[src/rtl/switcher_scheduler_if.sv]
// Bundle of request, switch, capture and handshake signals between the
// 3-source output switch scheduler and its surroundings.
interface switcher_scheduler_if;
    logic        ReqSlow;
    logic        ReqPC;
    logic        ReqPD;
    logic [15:0] DataIn;
    logic [1:0]  Switch;
    logic        AckSlow;
    logic        AckPC;
    logic        AckPD;
    logic [15:0] DataOut;
    logic [1:0]  SrcTag;
    logic        OutValid;
    logic        OutReady;
    logic        Busy;
    logic [7:0]  DropCount;

    modport slave (
        input  ReqSlow, ReqPC, ReqPD, DataIn, OutReady,
        output Switch, AckSlow, AckPC, AckPD, DataOut, SrcTag, OutValid, Busy, DropCount
    );

    modport master (
        output ReqSlow, ReqPC, ReqPD, DataIn, OutReady,
        input  Switch, AckSlow, AckPC, AckPD, DataOut, SrcTag, OutValid, Busy, DropCount
    );
endinterface

[src/rtl/switcher_scheduler.sv]
// Round-robin scheduler for the slow-ADC / PC / PD output switch: grants a
// pending source, lets the switch settle, captures the word, hands it off.
module switcher_scheduler #(
    parameter int SETTLE_CYCLES = 2,
    parameter int CNT_W         = 4
) (
    input  logic                 Clk,
    input  logic                 Reset,
    switcher_scheduler_if.slave  sw
);

    localparam logic [1:0] ST_IDLE   = 2'b00;
    localparam logic [1:0] ST_SETTLE = 2'b01;
    localparam logic [1:0] ST_HOLD   = 2'b10;

    localparam logic [1:0] SW_SLOW = 2'b00;
    localparam logic [1:0] SW_PC   = 2'b01;
    localparam logic [1:0] SW_PD   = 2'b11;
    localparam logic [1:0] SW_PARK = 2'b10;

    // Source indices: 0 slow, 1 PC, 2 PD
    localparam logic [1:0] SRC_SLOW = 2'd0;
    localparam logic [1:0] SRC_PC   = 2'd1;
    localparam logic [1:0] SRC_PD   = 2'd2;

    localparam logic [CNT_W-1:0] CNT_LOAD = CNT_W'(SETTLE_CYCLES - 1);

    logic [1:0]       state;
    logic [2:0]       pend;
    logic [1:0]       last_gnt;
    logic [1:0]       gnt;
    logic [CNT_W-1:0] cnt;
    logic [1:0]       sw_q;
    logic [2:0]       ack;
    logic [15:0]      data_q;
    logic [1:0]       tag_q;
    logic             vld_q;
    logic [7:0]       drop_q;

    logic [2:0] req;
    logic [2:0] clr;
    logic [2:0] drops;
    logic [1:0] pick;
    logic       capture;

    // First pending source strictly after the last grant, wrapping Slow->PC->PD.
    function automatic logic [1:0] rr_pick(input logic [2:0] p, input logic [1:0] l);
        logic [1:0] o0, o1, o2;
        case (l)
            SRC_SLOW: begin o0 = SRC_PC;   o1 = SRC_PD;   o2 = SRC_SLOW; end
            SRC_PC:   begin o0 = SRC_PD;   o1 = SRC_SLOW; o2 = SRC_PC;   end
            default:  begin o0 = SRC_SLOW; o1 = SRC_PC;   o2 = SRC_PD;   end
        endcase
        if (p[o0])      return o0;
        else if (p[o1]) return o1;
        else            return o2;
    endfunction

    function automatic logic [1:0] src_code(input logic [1:0] s);
        case (s)
            SRC_SLOW: return SW_SLOW;
            SRC_PC:   return SW_PC;
            default:  return SW_PD;
        endcase
    endfunction

    function automatic logic [2:0] src_onehot(input logic [1:0] s);
        case (s)
            SRC_SLOW: return 3'b001;
            SRC_PC:   return 3'b010;
            default:  return 3'b100;
        endcase
    endfunction

    function automatic logic [7:0] sat_add(input logic [7:0] a, input logic [2:0] d);
        logic [8:0] s;
        s = {1'b0, a} + {8'd0, d[0]} + {8'd0, d[1]} + {8'd0, d[2]};
        return s[8] ? 8'hFF : s[7:0];
    endfunction

    assign req     = {sw.ReqPD, sw.ReqPC, sw.ReqSlow};
    assign capture = (state == ST_SETTLE) && (cnt == '0);
    assign clr     = capture ? src_onehot(gnt) : 3'b000;
    // A request landing on its own capture edge re-arms the flag rather than dropping.
    assign drops   = req & pend & ~clr;
    assign pick    = rr_pick(pend, last_gnt);

    always_ff @(posedge Clk) begin
        if (Reset) begin
            state    <= ST_IDLE;
            pend     <= 3'b000;
            last_gnt <= SRC_PD;
            gnt      <= SRC_PD;
            cnt      <= '0;
            sw_q     <= SW_PARK;
            ack      <= 3'b000;
            data_q   <= 16'h0000;
            tag_q    <= 2'b00;
            vld_q    <= 1'b0;
            drop_q   <= 8'h00;
        end else begin
            pend   <= (pend & ~clr) | req;
            drop_q <= sat_add(drop_q, drops);
            ack    <= 3'b000;
            case (state)
                ST_IDLE: begin
                    if (|pend) begin
                        gnt   <= pick;
                        sw_q  <= src_code(pick);
                        cnt   <= CNT_LOAD;
                        state <= ST_SETTLE;
                    end else begin
                        sw_q <= SW_PARK;
                    end
                end
                ST_SETTLE: begin
                    if (cnt == '0) begin
                        data_q   <= sw.DataIn;
                        tag_q    <= sw_q;
                        vld_q    <= 1'b1;
                        ack      <= src_onehot(gnt);
                        last_gnt <= gnt;
                        state    <= ST_HOLD;
                    end else begin
                        cnt <= cnt - 1'b1;
                    end
                end
                ST_HOLD: begin
                    if (vld_q && sw.OutReady) begin
                        vld_q <= 1'b0;
                        sw_q  <= SW_PARK;
                        state <= ST_IDLE;
                    end
                end
                default: begin
                    state <= ST_IDLE;
                    sw_q  <= SW_PARK;
                end
            endcase
        end
    end

    assign sw.Switch    = sw_q;
    assign sw.AckSlow   = ack[0];
    assign sw.AckPC     = ack[1];
    assign sw.AckPD     = ack[2];
    assign sw.DataOut   = data_q;
    assign sw.SrcTag    = tag_q;
    assign sw.OutValid  = vld_q;
    assign sw.Busy      = (state != ST_IDLE);
    assign sw.DropCount = drop_q;

endmodule

[src/flat_wrapper.sv]
// flat-port wrapper written by rule: the top's interface ports become plain ports
module switcher_scheduler_flat 
#(
    parameter int SETTLE_CYCLES = 2,
    parameter int CNT_W         = 4
)
  (Clk, Reset, sw_ReqSlow, sw_ReqPC, sw_ReqPD, sw_DataIn, sw_OutReady, sw_Switch, sw_AckSlow, sw_AckPC, sw_AckPD, sw_DataOut, sw_SrcTag, sw_OutValid, sw_Busy, sw_DropCount);
  switcher_scheduler_if sw_i ();
  input  logic Clk;
  input  logic Reset;
  input wire logic [$bits(sw_i.ReqSlow)-1:0] sw_ReqSlow;
  input wire logic [$bits(sw_i.ReqPC)-1:0] sw_ReqPC;
  input wire logic [$bits(sw_i.ReqPD)-1:0] sw_ReqPD;
  input wire logic [$bits(sw_i.DataIn)-1:0] sw_DataIn;
  input wire logic [$bits(sw_i.OutReady)-1:0] sw_OutReady;
  output wire logic [$bits(sw_i.Switch)-1:0] sw_Switch;
  output wire logic [$bits(sw_i.AckSlow)-1:0] sw_AckSlow;
  output wire logic [$bits(sw_i.AckPC)-1:0] sw_AckPC;
  output wire logic [$bits(sw_i.AckPD)-1:0] sw_AckPD;
  output wire logic [$bits(sw_i.DataOut)-1:0] sw_DataOut;
  output wire logic [$bits(sw_i.SrcTag)-1:0] sw_SrcTag;
  output wire logic [$bits(sw_i.OutValid)-1:0] sw_OutValid;
  output wire logic [$bits(sw_i.Busy)-1:0] sw_Busy;
  output wire logic [$bits(sw_i.DropCount)-1:0] sw_DropCount;
  assign sw_i.ReqSlow = sw_ReqSlow;
  assign sw_i.ReqPC = sw_ReqPC;
  assign sw_i.ReqPD = sw_ReqPD;
  assign sw_i.DataIn = sw_DataIn;
  assign sw_i.OutReady = sw_OutReady;
  assign sw_Switch = sw_i.Switch;
  assign sw_AckSlow = sw_i.AckSlow;
  assign sw_AckPC = sw_i.AckPC;
  assign sw_AckPD = sw_i.AckPD;
  assign sw_DataOut = sw_i.DataOut;
  assign sw_SrcTag = sw_i.SrcTag;
  assign sw_OutValid = sw_i.OutValid;
  assign sw_Busy = sw_i.Busy;
  assign sw_DropCount = sw_i.DropCount;
  switcher_scheduler #(.SETTLE_CYCLES(SETTLE_CYCLES), .CNT_W(CNT_W)) u_core (.Clk(Clk), .Reset(Reset), .sw(sw_i));
endmodule
[config.mk]
export PLATFORM = sky130hd
export DESIGN_NAME = switcher_scheduler_flat
export DESIGN_NICKNAME = d
export VERILOG_FILES = /design/src/rtl/switcher_scheduler_if.sv /design/src/rtl/switcher_scheduler.sv /design/src/flat_wrapper.sv
export SDC_FILE = /design/constraint.sdc
export NUM_CORES = 1
export LEC_CHECK = 0
export ABC_AREA = 1
export CAP_MARGIN = 20
export CORE_AREA = 2 2 87 89
export DETAILED_ROUTE_END_ITERATION = 10
export DIE_AREA = 0 0 89 91
export REMOVE_ABC_BUFFERS = 1
export SLEW_MARGIN = 20
export SYNTH_ARGS = -nofsm -noshare
export SYNTH_HDL_FRONTEND = slang
export SYNTH_SLANG_ARGS = --single-unit
export TNS_END_PERCENT = 1
[constraint.sdc]
create_clock -name Clk -period 2.61 [get_ports Clk]
set_input_delay 0.522 -clock Clk [delete_from_list [all_inputs] [get_ports Clk]]
set_output_delay 0.522 -clock Clk [all_outputs]
set_load 0.01 [all_outputs]
==> reports/results.ini, run 1 <==
[worst_setup_path]
crit_path_cell_trace=inv_2 > ha_4 > nand3_4 > nor3b_2 > inv_1 > nand2_2 > nor2_1 > fa_1 > ha_2 > fa_2 > nand3_2 > nor2_2 > nand2_2 > nor2_4 > nand2_4 > o21ai_2 > nand2_1 > inv_1
arrival_ns=2.81
cp.required_ns=2.80
max_stage_delay_ns=0.44
end_kind=register
path_delay_family=adder cells
crit_fanout=6
cp-start-kind=register
critPathKind=register to register
critPathSlowestCell=fa_1
path_buf_inv=3

[detailed_routing]
first_pass_iters=4
drc=0
via_per_inst=4.30
drt_iter0_markers=63
num_vias=1860
drt-total-wl_um=4670
postRouteAntennaNets=0
wire_per_inst_um=10.8

[sta]
setup_ws_ns=-0.00395
rsz0062_at_grt=yes
finalMaxSlewViolations=0
worst_pin_slew_ns=0.362
tns_ns=-0.00395
period_minus_slack_ns=2.61
setup_viol=1
layout_worst_path_cycle_share_pct=100
slew_headroom_pct=75.8
max_freq_ghz=0.383
hold_violations=0
finalClockSkew_ns=0.00572

[status]
status=finished with violations
violations=negative setup slack

[floorplanning]
fp.dieH_um=91
initial_utilization_pct=28.5
core_area_um2=7140
die_w_um=89
fp.dieArea_um2=8100
ioPinCount=55
row_count=31

[logic_synthesis]
synth_area_um2=2040
postSynthCellCount=264
synthTopCellsByCount=nand2_1 (67), dfxtp_1 (45), a21oi_1 (36)
synth_area_leaders=dfxtp_1 (44%), nand2_1 (12%), a21oi_1 (8.8%)
ys.flop_type=dfxtp_1
synth_edf_count=0
yosys.cell_count.top_type=nand2_1
synth_top_area_cell=dfxtp_1
synth_warnings=0
synth_area_per_cell_um2=7.72
ys_ff_latch=45
synth_top_area_share_pct=44.2
ys_types=31
async_flop_share_pct=0
yosysSeqAreaShare_pct=44.2

[placement]
gp_congestion=0.737
dp_hpwl_um=3420
dpl_cell_area_um2=2770
dp_cells=423
port_buffers=54

[cts]
cts.path.max_buffers=2
cts-root-buf=clkbuf_8
cts.htree.levels=2
cts_tree=built
clock_latency_ns=0.29
cts_sinks=45
path_clk_slew_ns=0.08
numCtsBuffers=5

[power]
internal_power_w=0.00172
p_clk_share_pct=20.2
power_density_nw_per_um2=912
combPwrFrac_pct=44.2
finalPower_w=0.00270
p_seq_share_pct=35.6
power_leakage_nw=1.19
worst_ir_drop_vdd_uv=323
switching_share_pct=36.3
switching_power_w=0.000981

[cells_and_area]
final_area_um2=2960
area_growth_pct=45.5
final_util_pct=41.5
nets=365
drive_gt1_share_pct=16.5
n_antenna_cell=0
layout.cells.non_filler=433

[grt]
track_usage_pct=12.1
grt_pass1_wl_um=7840
grt_pass1_vias=1733
grt_start_max_net_pins=33
antenna_found_initial=0
overflow=0

[flow_run]
cap_violations=0

[worst_hold_path]
hold_class=register to register

-- final cells by class --
cell class / instances / area (um^2)
Clock buffer: 6 / 82.6
Clock inverter: 2 / 37.5
Fill cell: 726 / 4170
Inverter: 32 / 120
Multi-Input combinational cell: 177 / 1020
Sequential cell: 45 / 903
Tap cell: 99 / 124
Timing Repair Buffer: 72 / 676
-- kinds of logic (layout without fill, tap and decap cells) --
group                    Yosys count  in the layout  share of synthesized area, %
AO/OA/AOI/OAI                     48             48                          12.2
XOR/XNOR                           3              3                          1.29
adder cells (fa/ha/maj)           10             10                          6.88
buffers and inverters             42            112                          8.54
flip-flops                        45             45                          44.2
AND/OR/NAND/NOR                  116            116                          26.8
-- flip-flops by register name (all words and copies together) (netlist names) --
register             cells
u_core.sw.Switch         2
u_core.state             2
u_core.last_gnt          2
u_core.gnt               2
u_core.sw.OutValid       1
u_core.pend              3
u_core.sw.DataOut       16
u_core.sw.DropCount      8
u_core.sw.SrcTag         2
u_core.cnt               4
u_core.ack               3
-- stage by stage --
step / hold WS [ns] / worst slack, ns
after floorplan: 0.467 / -0.414
after global placement: 0.451 / -0.292
after detailed placement: 0.456 / -0.362
after CTS: 0.470 / -0.0304
after global routing: 0.482 / -0.263
final: 0.465 / -0.00395
-- layout by cell type (no fill, tap or decap), types with 3 or more instances in the layout --
cell type,count
a21oi_1,36
nand3_1,14
nor3_1,4
o21ai_0,8
buf_4,18
clkdlybuf4s50_1,54
clkbuf_8,6
inv_2,4
nor2_1,12
nand2_1,66
nor2_2,4
ha_1,5
nand2_2,3
inv_1,28
dfxtp_1,43
-- routing by layer --
layer | up-vias | global-route usage [%] | part of all wire [%]
met5 | - | 0 | 0
met4 | 0 | 4.10 | 1.6
met3 | 6 | 3.00 | 2.3
met2 | 22 | 20.1 | 52
met1 | 857 | 15.2 | 44
li1 | 975 | - | -
-- worst paths after layout --
kind | startpoint | end | slack [ns] | cells after the start
worst min register to register | u_core.sw.DataOut[9] | u_core.sw.DataOut[9] | 0.47 | 2
worst min-delay path | u_core.sw.DataOut[9] | u_core.sw.DataOut[9] | 0.47 | 2
worst max-delay path | u_core.cnt[0] | u_core.sw.DropCount[5] | -0.004 | 18
worst max register to register | u_core.cnt[0] | u_core.sw.DropCount[5] | -0.004 | 18
-- worst min-delay path: stages, from the launching register on --
cell and delay, ns:
dfxtp_1 0.31, nand2_1 0.06, a21oi_1 0.05
-- power by group through the flow --
stage | Combinational, W | Clock, W | Sequential (W)
CTS | 0.00121 | 0.000568 | 0.000959
floorplan | 0.000655 | 0 | 0.000990
global placement | 0.00115 | 0 | 0.000956
global route | 0.00137 | 0.000598 | 0.000983
finish | 0.00119 | 0.000546 | 0.000963
detailed placement | 0.00117 | 0 | 0.000962
-- repair_timing --
action                                  in CTS  in global routing
buffers inserted                             1                  1
endpoints found under the setup margin       8                  8
pin swaps                                    4                  4
hold buffers                                 0                  0
resized for setup                           16                  2
Note: power is estimated with default switching activity, not from simulation.
==> inputs of run 2 (changes only) <==
--- a/config.mk
+++ b/config.mk
@@ -10,6 +10,7 @@
 export CORE_AREA = 2 2 87 89
 export DETAILED_ROUTE_END_ITERATION = 10
 export DIE_AREA = 0 0 89 91
+export RECOVER_POWER = 100
 export REMOVE_ABC_BUFFERS = 1
 export SLEW_MARGIN = 20
 export SYNTH_ARGS = -nofsm -noshare
==> run 2 against run 1 <==
The run still ends with negative setup slack left. First-iteration DRC count grew 21%. Worst setup slack lost 0.0023 ns. Clock skew grew 0.00079 ns. Clock power is essentially flat. Critical endpoint unchanged. Largest power group unchanged.
==> reports/results.ini, run 2 (synthesis gave the netlist of run 1 again) <==
[status]
status=finished with violations
violations=negative setup slack

[sta]
worst_pin_slew_ns=0.833
layout_worst_path_cycle_share_pct=100
rsz0062_at_grt=yes
finalMaxSlewViolations=0
hold_violations=0
finalClockSkew_ns=0.00651
setup_ws_ns=-0.00626
hold_slack_ns=0.461
period_minus_slack_ns=2.62
slew_headroom_pct=44.5
max_freq_ghz=0.382
setup_viol=2

[worst_setup_path]
critPathKind=register to register
max_stage_delay_ns=0.44
end_kind=register
crit_fanout=6
crit_path_cell_trace=inv_2 > ha_4 > nand3_4 > nor3b_2 > inv_1 > nand2_2 > nor2_1 > fa_1 > ha_2 > fa_2 > nand3_2 > nor2_2 > nand2_2 > nor2_4 > nand2_4 > o21ai_2 > nand2_1 > inv_1
critPathSlowestCell=fa_1
path_delay_family=adder cells
cp-start-kind=register
path_buf_inv=3
cp.required_ns=2.80
arrival_ns=2.81

[grt]
grt_start_max_net_pins=33
grt_use_met3_pct=3.00
grt_pass1_wl_um=7840
grt.met1_usage_pct=15.2
met2_usage_pct=20.1
busiest_layer=met2
overflow=0
track_usage_pct=12.1
grt_pass1_vias=1733
antenna_found_initial=0

[cts]
clock_latency_ns=0.29
cts.path.max_buffers=2
cts.htree.levels=2
cts-root-buf=clkbuf_8
cts_sinks=45
cts_tree=built
path_clk_slew_ns=0.09
numCtsBuffers=5

[detailed_routing]
drc=0
via_per_inst=4.27
wire_per_inst_um=10.8
num_vias=1848
postRouteAntennaNets=0
first_pass_iters=4
drt-total-wl_um=4690
drt_iter0_markers=76

[placement]
preCtsSetupSlack_ns=-0.362
dp_hpwl_um=3420
dp_cells=423
gp_congestion=0.737
port_buffers=54

[cells_and_area]
final_util_pct=41.2
n_antenna_cell=0
final_common_cell=nand2_1
layout.cells.non_filler=433
largest_register_ff_count=16
mostFrequentLayoutCells=nand2_1 (66), dfxtp_1 (43), a21oi_1 (37)
area_growth_pct=44.3
nets=365
drive_gt1_share_pct=15.0

[floorplanning]
row_count=31
die_w_um=89
ioPinCount=55
fp.dieH_um=91
core_area_um2=7140
fp.dieArea_um2=8100
initial_utilization_pct=28.5

[power]
power_density_nw_per_um2=894
power_leakage_nw=1.27
worst_ir_drop_vdd_uv=315
finalPower_w=0.00263

[flow_run]
cap_violations=0

[worst_hold_path]
hold_class=register to register

-- run 2: cell count changes in the layout (fill, tap and decap cells not counted), sizes merged --
| cell | delta |
|---|---|
| buf | -2 |
| clkbuf | +2 |
| clkdlybuf4s50 | -30 |
| dlygate4sd3 | +30 |
-- run 2: per-stage QoR --
stage	setup TNS, ns	instance area, um^2
floorplan	-2.76	1980
global placement	-1.74	2770
detailed placement	-2.20	2770
CTS	-0.0304	2950
global route	-1.49	2940
finish	-0.0119	2940
-- run 2: tightest hold or removal path, cell delays in order (launching register included) --
cell	delay [ns]
dfxtp_1	0.31
nand2_1	0.05
a21oi_1	0.05
-- run 2: report_power, final --
group | switching, W | total [W] | leakage [nW] | internal (W)
logic | 0.000620 | 0.00112 | 0.840 | 0.000500
registers | 0.000114 | 0.000960 | 0.368 | 0.000846
clock network | 0.000236 | 0.000547 | 0.0574 | 0.000311
total | 0.000970 | 0.00263 | 1.27 | 0.00166
-- run 2: what timing repair did --
action | 4_1_cts | 5_1_grt
hold buffers | 0 | 0
setup buffers | 1 | 1
endpoints found under the hold margin | 0 | 0
pin swaps | 4 | 4
endpoints found under the setup margin | 8 | 8
resized for setup | 16 | 2
-- run 2: worst paths after layout --
path                   startpoint                endpoint  slack (ns)  cells after the start
max                 u_core.cnt[1]  u_core.sw.DropCount[5]      -0.006                     18
min          u_core.sw.DataOut[9]    u_core.sw.DataOut[9]        0.46                      2
max reg2reg         u_core.cnt[1]  u_core.sw.DropCount[5]      -0.006                     18
min reg2reg  u_core.sw.DataOut[9]    u_core.sw.DataOut[9]        0.46                      2
-- run 2: routing by layer --
metal  share of wire [%]  vias to the layer above
li1                    -                      974
met1                  44                      848
met2                  52                       20
met3                 2.2                        6
met4                 1.6                        0
met5                   0                        -
-- run 2: layout make-up --
cell class	count	area [um^2]
Clock buffer	6	82.6
Clock inverter	2	37.5
Fill cell	729	4200
Inverter	32	120
Multi-Input combinational cell	177	1000
Sequential cell	45	903
Tap cell	99	124
Timing Repair Buffer	72	668
==> inputs of run 3 (changes only) <==
--- a/config.mk
+++ b/config.mk
@@ -6,12 +6,12 @@
 export NUM_CORES = 1
 export LEC_CHECK = 0
 export ABC_AREA = 1
+export ABC_CLOCK_PERIOD_IN_PS = 2610
 export CAP_MARGIN = 20
 export CORE_AREA = 2 2 87 89
 export DETAILED_ROUTE_END_ITERATION = 10
 export DIE_AREA = 0 0 89 91
 export RECOVER_POWER = 100
-export REMOVE_ABC_BUFFERS = 1
 export SLEW_MARGIN = 20
 export SYNTH_ARGS = -nofsm -noshare
 export SYNTH_HDL_FRONTEND = slang
==> run 3 against run 2 <==
The flow still finishes with violations (negative setup slack). Non-clock buffer count increased by 16. First-iteration DRC count is 33% lower. Critical path depth rose by 2.
==> reports/results.ini, run 3 (synthesis gave the netlist of run 1 again) <==
[cells_and_area]
final_common_cell=nand2_1
mostFrequentLayoutCells=nand2_1 (65), clkdlybuf4s50_1 (54), dfxtp_1 (42)
layout.cells.non_filler=447
n_antenna_cell=0
multiInputGateArea_um2=1030
nets=381
regArea_um2=905
drive_gt1_share_pct=20.4
area_growth_pct=50.1
largest_register_ff_count=16
fillers=747

[floorplanning]
ioPinCount=55
fp.dieArea_um2=8100
row_count=31
die_w_um=89
core_area_um2=7140
fp.dieH_um=91
initial_utilization_pct=28.5

[cts]
cts-root-buf=clkbuf_8
cts.path.max_buffers=2
path_clk_slew_ns=0.08
hold_buffers=0
cts_sinks=45
cts_tree=built
numCtsBuffers=5
clock_latency_ns=0.29
cts.htree.levels=2

[worst_hold_path]
holdPathStages=2
hp-start=u_core.sw.DataOut[3]
hold_class=register to register
hold_end=u_core.sw.DataOut[3]

[sta]
setup_viol=9
layout_worst_path_cycle_share_pct=103
slew_headroom_pct=74.7
finalClockSkew_ns=0.00591
setup_ws_ns=-0.0778
rsz0062_at_grt=yes
hold_violations=0
period_minus_slack_ns=2.69
finalMaxSlewViolations=0
max_freq_ghz=0.372
worst_pin_slew_ns=0.379

[worst_setup_path]
crit_top_cell=buf_4
crit_fanout=3
critPathKind=register to register
end_kind=register
r2r_cells=20
cp-start-kind=register
crit_path_cell_trace=inv_2 > ha_4 > nand3_4 > nor3b_2 > inv_2 > buf_4 > buf_4 > buf_4 > buf_4 > buf_4 > buf_4 > buf_4 > buf_4 > buf_4 > buf_4 > buf_6 > buf_6 > buf_6 > buf_4 > nor2_1
critPathSlowestCell=dfxtp_2
cp.required_ns=2.84
reg2reg_to=u_core.ack[1]
r2r_slack_ns=-0.08
arrival_ns=2.91
max_stage_delay_ns=0.33
r2r-start=u_core.cnt[0]

[detailed_routing]
drc=0
wire_per_inst_um=11.0
via_per_inst=4.30
postRouteAntennaNets=0
first_pass_iters=4
drt-total-wl_um=4910
num_vias=1924
drt_iter0_markers=51

[power]
worst_ir_drop_vdd_uv=372
finalPower_w=0.00260
power_leakage_nw=1.24
power_density_nw_per_um2=852

[placement]
gp_congestion=0.741
dp_hpwl_um=3300
port_buffers=54
dp_cells=422

[grt]
overflow=0
track_usage_pct=12.4
grt_pass1_wl_um=8060
grt_pass1_vias=1806
grt_start_max_net_pins=33
antenna_found_initial=0

[status]
status=finished with violations
violations=negative setup slack

[flow_run]
cap_violations=0

[logic_synthesis]
synthesis.nets=296

-- run 3: area by class of cell --
cell class	instances	share of cell area, %
Multi-Input combinational cell	177	33.8
Sequential cell	45	29.6
Timing Repair Buffer	88	26.3
Tap cell	99	4.05
Inverter	32	3.93
Clock buffer	5	2.25
Clock inverter	1	0.164
-- run 3: what timing repair did --
item                       4_1_cts  5_1_grt
setup endpoints to repair        8        9
buffers inserted                16        3
gates resized for setup         15        6
pin swaps                        6        8
-- run 3: how the worst max path moves through the flow --
| stage | from | cells past startpoint | end |
|---|---|---|---|
| global route | u_core.state[1] | 18 | u_core.sw.DropCount[5] |
| global placement | sw_ReqPC | 14 | u_core.sw.DropCount[5] |
| detailed placement | sw_ReqPC | 14 | u_core.sw.DropCount[5] |
| CTS | u_core.state[1] | 18 | u_core.sw.DropCount[5] |
| floorplan | u_core.state[1] | 19 | u_core.sw.DropCount[5] |
| finish | u_core.cnt[0] | 20 | u_core.ack[1] |
-- run 3: report_power, final --
group          internal (W)  switching, W  leakage, nW
sequential         0.000847      0.000121        0.368
clock              0.000177      0.000221       0.0399
combinational      0.000596      0.000642        0.836
total               0.00162      0.000984         1.24
-- run 3: through the flow --
step / TNS [ns] / utilization (%) / hold WS [ns] / instance area, um^2 / setup slack, ns
after floorplan: -0.106 / - / 0.467 / 2060 / -0.0625
after global placement: -1.06 / 38.9 / 0.452 / 2780 / -0.210
after detailed placement: -1.36 / 38.9 / 0.458 / 2780 / -0.242
after CTS: -0.329 / 42.3 / 0.471 / 3020 / -0.0903
after global routing: -1.56 / 42.8 / 0.487 / 3060 / -0.225
final: -0.303 / 42.8 / 0.466 / 3060 / -0.0778
-- run 3: layer usage --
layer / vias up / share of wire [%] / wire length, um / track usage, %
met5: - / 0 / 0 / 0
met4: 0 / 1.2 / 57 / 3.61
met3: 7 / 5.2 / 255 / 3.55
met2: 48 / 48 / 2350 / 20.2
met1: 864 / 46 / 2250 / 15.8
li1: 1005 / - / - / -
-- run 3: critical path, delay by kind of cell (launching register included) --
kind	cells	cell delay [ns]
and+or+nand+nor	3	0.35
buffers and inverters	16	1.78
adders and majority gates	1	0.15
DFF	1	0.33
